[src/rtl/mux2_rr_arbiter.sv]
// mux2_rr_arbiter: two-requester arbiter in front of a shared 2:1 data mux.
// Grants are round-robin, and a burst-hold limit (MAX_HOLD) hands the path to
// the other side when it has been waiting too long. The selected word is
// registered on y_o, and y_valid_o marks words captured during a live grant.
//
// Optional build macro MUX2_ARB_FIXED_PRIO_EN: requester 0 wins every idle
// contention and GRANT0 is never preempted. GRANT1 is still preempted by
// req0 at the hold limit.
module mux2_rr_arbiter #(
  parameter int WIDTH    = 8,
  parameter int MAX_HOLD = 4
) (
  input  logic             clk_i,
  input  logic             rst_i,
  input  logic             req0_i,
  input  logic             req1_i,
  input  logic [WIDTH-1:0] d0_i,
  input  logic [WIDTH-1:0] d1_i,
  output logic             gnt0_o,
  output logic             gnt1_o,
  output logic             sel_o,
  output logic [WIDTH-1:0] y_o,
  output logic             y_valid_o
);

  typedef enum logic [1:0] {
    IDLE   = 2'd0,
    GRANT0 = 2'd1,
    GRANT1 = 2'd2
  } state_t;

  // Count value on which a contended holder is handed over.
  localparam logic [7:0] HOLD_LAST = 8'(MAX_HOLD - 1);

`ifdef MUX2_ARB_FIXED_PRIO_EN
  localparam logic FIXED_PRIO = 1'b1;
`else
  localparam logic FIXED_PRIO = 1'b0;
`endif

  state_t           state_q, state_d;
  logic             last_q, last_d;     // index of the most recently granted side
  logic [7:0]       cnt_q, cnt_d;       // cycles spent in the current grant
  logic [WIDTH-1:0] y_q, y_d;
  logic             y_valid_q, y_valid_d;

  // Next-state decision: who owns the path after this edge.
  always_comb begin
    state_d = state_q;
    case (state_q)
      IDLE: begin
        if (req0_i && !req1_i) begin
          state_d = GRANT0;
        end else if (!req0_i && req1_i) begin
          state_d = GRANT1;
        end else if (req0_i && req1_i) begin
          // last_q==1 means side 1 went last, so side 0 is next.
          state_d = (FIXED_PRIO || last_q) ? GRANT0 : GRANT1;
        end else begin
          state_d = IDLE;
        end
      end
      GRANT0: begin
        if (!req0_i) begin
          state_d = req1_i ? GRANT1 : IDLE;
        end else if (req1_i && (cnt_q == HOLD_LAST) && !FIXED_PRIO) begin
          state_d = GRANT1;
        end else begin
          state_d = GRANT0;
        end
      end
      GRANT1: begin
        if (!req1_i) begin
          state_d = req0_i ? GRANT0 : IDLE;
        end else if (req0_i && (cnt_q == HOLD_LAST)) begin
          state_d = GRANT0;
        end else begin
          state_d = GRANT1;
        end
      end
      default: begin
        state_d = IDLE;
      end
    endcase
  end

  // Hold counter and last-granted pointer: restart on entry to a grant,
  // saturating count while the same grant is kept.
  always_comb begin
    cnt_d  = cnt_q;
    last_d = last_q;
    if ((state_d == GRANT0) && (state_q != GRANT0)) begin
      cnt_d  = 8'd0;
      last_d = 1'b0;
    end else if ((state_d == GRANT1) && (state_q != GRANT1)) begin
      cnt_d  = 8'd0;
      last_d = 1'b1;
    end else if ((state_d == state_q) && (state_q != IDLE)) begin
      cnt_d = (cnt_q == 8'hFF) ? cnt_q : (cnt_q + 8'd1);
    end else begin
      cnt_d = cnt_q;
    end
  end

  // Data path: capture the granted side's word while it still requests.
  always_comb begin
    y_d       = y_q;
    y_valid_d = 1'b0;
    if ((state_q == GRANT0) && req0_i) begin
      y_d       = d0_i;
      y_valid_d = 1'b1;
    end else if ((state_q == GRANT1) && req1_i) begin
      y_d       = d1_i;
      y_valid_d = 1'b1;
    end else begin
      y_d       = y_q;
      y_valid_d = 1'b0;
    end
  end

  // State, pointer, counter and output data registers with synchronous reset.
  always_ff @(posedge clk_i) begin
    if (rst_i) begin
      state_q   <= IDLE;
      last_q    <= 1'b1;
      cnt_q     <= 8'd0;
      y_q       <= '0;
      y_valid_q <= 1'b0;
    end else begin
      state_q   <= state_d;
      last_q    <= last_d;
      cnt_q     <= cnt_d;
      y_q       <= y_d;
      y_valid_q <= y_valid_d;
    end
  end

  // Grants are direct decodes of the state register, so they are glitch-free
  // and can never both be high.
  assign gnt0_o    = (state_q == GRANT0);
  assign gnt1_o    = (state_q == GRANT1);
  assign sel_o     = (state_q == GRANT1);
  assign y_o       = y_q;
  assign y_valid_o = y_valid_q;

endmodule
[config.mk]
export PLATFORM = sky130hd
export DESIGN_NAME = mux2_rr_arbiter
export DESIGN_NICKNAME = d
export VERILOG_FILES = /design/src/rtl/mux2_rr_arbiter.sv
export SDC_FILE = /design/constraint.sdc
export NUM_CORES = 1
export LEC_CHECK = 0
export BUFFER_PORTS_ARGS = -buffer_cell sky130_fd_sc_hd__buf_2
export CELL_PAD_IN_SITES_DETAIL_PLACEMENT = 1
export CELL_PAD_IN_SITES_GLOBAL_PLACEMENT = 1
export CORE_MARGIN = 2
export CORE_UTILIZATION = 34
export CTS_CLUSTER_DIAMETER = 150
export CTS_CLUSTER_SIZE = 30
export DETAILED_ROUTE_END_ITERATION = 6
export HOLD_SLACK_MARGIN = 0.02
export PLACE_DENSITY = 0.83
export RECOVER_POWER = 50
export SLEW_MARGIN = 15
export SYNTH_ARGS = -nofsm -noshare
export SYNTH_HDL_FRONTEND = slang
export SYNTH_SLANG_ARGS = --single-unit
[constraint.sdc]
create_clock -name clk_i -period 2.08 [get_ports clk_i]
set_clock_uncertainty 0.05 [all_clocks]
set_input_delay 0.312 -clock clk_i [delete_from_list [all_inputs] [get_ports clk_i]]
set_output_delay 0.312 -clock clk_i [all_outputs]
set_load 0.02 [all_outputs]
==> out/results.txt <==
Req. time, crit path - 2.29 ns
Skew-Pair Late Insertion Delay - 0.30 ns
hold path startpoint - d0_i[7]
Syn-to-layout area delta - 21.0%
Crit Path Class - reg2reg
final worst path period share - 0.947
min cycle time layout - 1.97 ns
IO buf count - 31
Pre-Repair DR Iteration Count - 4
Crit path largest cell delay - 0.39 ns
flip-flop and latch area - 402 um^2
global-route wire length before repair - 4780 um
Antenna Nets Post-Route - 0
worst hold margin - 0.237 ns
Core Area - 0.00308 mm^2
Clk pwr share - 0.286
Comb pwr share - 0.195
clock sinks - 20
ordered cell list for the critical path - ha_2, nor4b_4, and2_1, buf_4, nand2_1, a311oi_1, o21a_1
Crit path buffers/inverters - 1
Peak Freq - 508 MHz
endpoints failing setup - 0
Seq pwr share - 0.519
routability cong. - 0.723
NetSw - 236 uW
synth unique cells - 43
initial antenna violation count - 0
fin nets - 174
worst reg2reg path depth - 7
Synth warnings - 0
status - completed
DRC errors left - 0
worst-path maximum fanout - 5
DIE AREA - 0.00371 mm^2
clk slew on worst S/H paths - 0.12 ns
Multi-input gate area - 643 um^2
Final Util - 0.433
startpoint types - register
r2r setup slk - 0.11 ns
FP Rows - 20
mean post-synth cell area - 9.25 um^2
Root Driver - clkbuf_4
io pins - 32
leakage power - 0.591 nW
H-tree depth - 1
Synth area leader - dfxtp_1
Slew Limit Fails - 0
Net Count, Synth - 140
Yosys top cell area share - 0.364
Switching Fraction - 0.290
mapped cell area - 0.00110 mm^2
Clock Path Buffers - 2
hpwl dp - 2320 um
hold depth - 3
largest net degree at the start of global routing - 18
worst r2r dst - state_q[0]$_SDFF_PP0_
Final Hold Fails - 0
CTS tree - built
PD cells - 610 mW/mm^2
Die Y - 60.9 um
Worst path slowest cell - dfxtp_1
asr flop ratio synth - 0
vias per inst - 5.25
Max Cap Violations - 0
ys flop type - dfxtp_1
initial core utilization - 0.358
Seq cells post-synth - 20
synth cell count leaders - dfxtp_1 (20), nor2_1 (14), mux2i_1 (10)
Slew headroom - 0.736
total number of vias - 1029
# hold bufs at CTS - 0
Seq/Total Area, Yosys - 0.364
Total GRT Usage - 0.174
hold endpoint - y_o[7]$_SDFFE_PP0P_
largest cells by area after synthesis - dfxtp_1 (36%), mux2i_1 (9.1%), a211oi_1 (5.5%)
Max VDD drop - 0.197 mV
Num CTS Buffers - 3
cell family with most CP delay - simple AND/OR/NAND/NOR gates
worst hold path type - in2reg
number of global-route vias before repair - 1083
reg2reg start - cnt_q[0]$_SDFFE_PP0P_
drt initial violations - 21
fraction of layout cells with a size suffix above 1 - 0.283
crit end category - register
GRT Residual Overflow - 0
diodes inserted - 0
Arr. time, crit path - 2.18 ns
Die Width - 60.9 um
wire length per cell - 15.6 um
most frequent cell after synthesis - dfxtp_1
fill cell count - 384
Post-synth EDFFs - 0
final wirelength - 3050 um
Slew @ Worst Pin - 0.395 ns
Post-Syn Instances - 119
Int Pwr - 578 uW
-- registers in the layout (all words and copies together), names as in the netlist --
register,count
cnt_q,8
last_q,1
state_q,2
y_o,8
y_valid_o,1
-- how the worst max path moves through the flow --
| stage | from | endpoint | slack, ns | cells past startpoint |
|---|---|---|---|---|
| final | cnt_q[0]$_SDFFE_PP0P_ | state_q[0]$_SDFF_PP0_ | 0.11 | 7 |
| after CTS | cnt_q[0]$_SDFFE_PP0P_ | cnt_q[7]$_SDFFE_PP0P_ | 0.02 | 7 |
| after floorplan | cnt_q[0]$_SDFFE_PP0P_ | cnt_q[4]$_SDFFE_PP0P_ | 0.02 | 7 |
| after global routing | cnt_q[0]$_SDFFE_PP0P_ | state_q[0]$_SDFF_PP0_ | -0.05 | 7 |
| after detailed placement | cnt_q[0]$_SDFFE_PP0P_ | cnt_q[7]$_SDFFE_PP0P_ | 0.05 | 7 |
| after global placement | cnt_q[0]$_SDFFE_PP0P_ | cnt_q[4]$_SDFFE_PP0P_ | 0.18 | 6 |
-- logic make-up after synthesis --
kind of cell / share of synthesized area
AO/OA/AOI/OAI: 0.242
XOR/XNOR: 0.0239
adder cells (fa/ha/maj): 0.0114
buffers and inverters: 0.0625
flip-flops: 0.364
multiplexers: 0.0909
AND/OR/NAND/NOR: 0.206
-- through the flow --
step                      instances  setup TNS (ns)  worst slack [ns]  total power, mW  instance area [um^2]
after detailed placement        192               0            0.0537            0.592                  1290
after global placement          192               0             0.177            0.581                  1290
final                           196               0             0.110            0.813                  1330
after floorplan                 119               0            0.0232            0.534                  1100
after global routing            196         -0.0781           -0.0541            0.855                  1330
after CTS                       196               0            0.0249            0.821                  1330
-- placed cells by master, fill, tap and decap left out, drive strengths merged --
cell / n
clkbuf: 13
a31oi: 2
o21ai: 6
a21oi: 5
mux2i: 10
nand2: 6
nor2b: 3
a211oi: 8
o22ai: 2
o31a: 1
nand3b: 2
a22o: 1
o21bai: 2
o21a: 2
dfxtp: 20
or3: 1
nand3: 4
ha: 1
a221oi: 2
nor2: 14
a21o: 1
and2: 1
o211ai: 1
o2111ai: 1
a221o: 1
or4: 1
a311oi: 1
inv: 2
and3: 2
buf: 28
xor2: 2
xnor2: 1
nor3: 1
nand2b: 3
nor4b: 1
-- cell type report --
| cell class | instances | area share |
|---|---|---|
| Clock buffer | 4 | 0.0272 |
| Timing Repair Buffer | 37 | 0.142 |
| Sequential cell | 20 | 0.301 |
| Tap cell | 44 | 0.0413 |
| Inverter | 2 | 0.00563 |
| Multi-Input combinational cell | 89 | 0.483 |
-- routing by layer --
layer / share of wire / track usage / routed length (um) / vias to the layer above
li1: - / - / - / 504
met2: 0.55 / 0.343 / 1670 / 26
met1: 0.40 / 0.183 / 1220 / 493
met4: 0.019 / 0.0590 / 58 / 0
met5: 0 / 0 / 0 / -
met3: 0.034 / 0.0299 / 105 / 6
-- power groups by stage --
stage	logic, mW	registers (mW)	clock network, mW
2_1_floorplan	0.0969	0.437	0
3_3_place_gp	0.154	0.427	0
3_5_place_dp	0.162	0.430	0
4_1_cts	0.163	0.422	0.236
5_1_grt	0.173	0.426	0.256
6_report	0.159	0.422	0.232
-- worst reg2reg max path, delay by kind of cell (launching register included) --
family,cells,cell delay (ns)
simple gates,3,0.62
buf+inv,1,0.16
compound gates,2,0.47
fa+ha+maj,1,0.24
flops,1,0.39
-- repair_timing --
action / in CTS / in global routing
setup endpoints to repair: 0 / 8
endpoints found under the hold margin: 0 / 0
setup buffers: 0 / 0
gates resized for setup: 0 / 3
(Power assumes the default switching activity.)
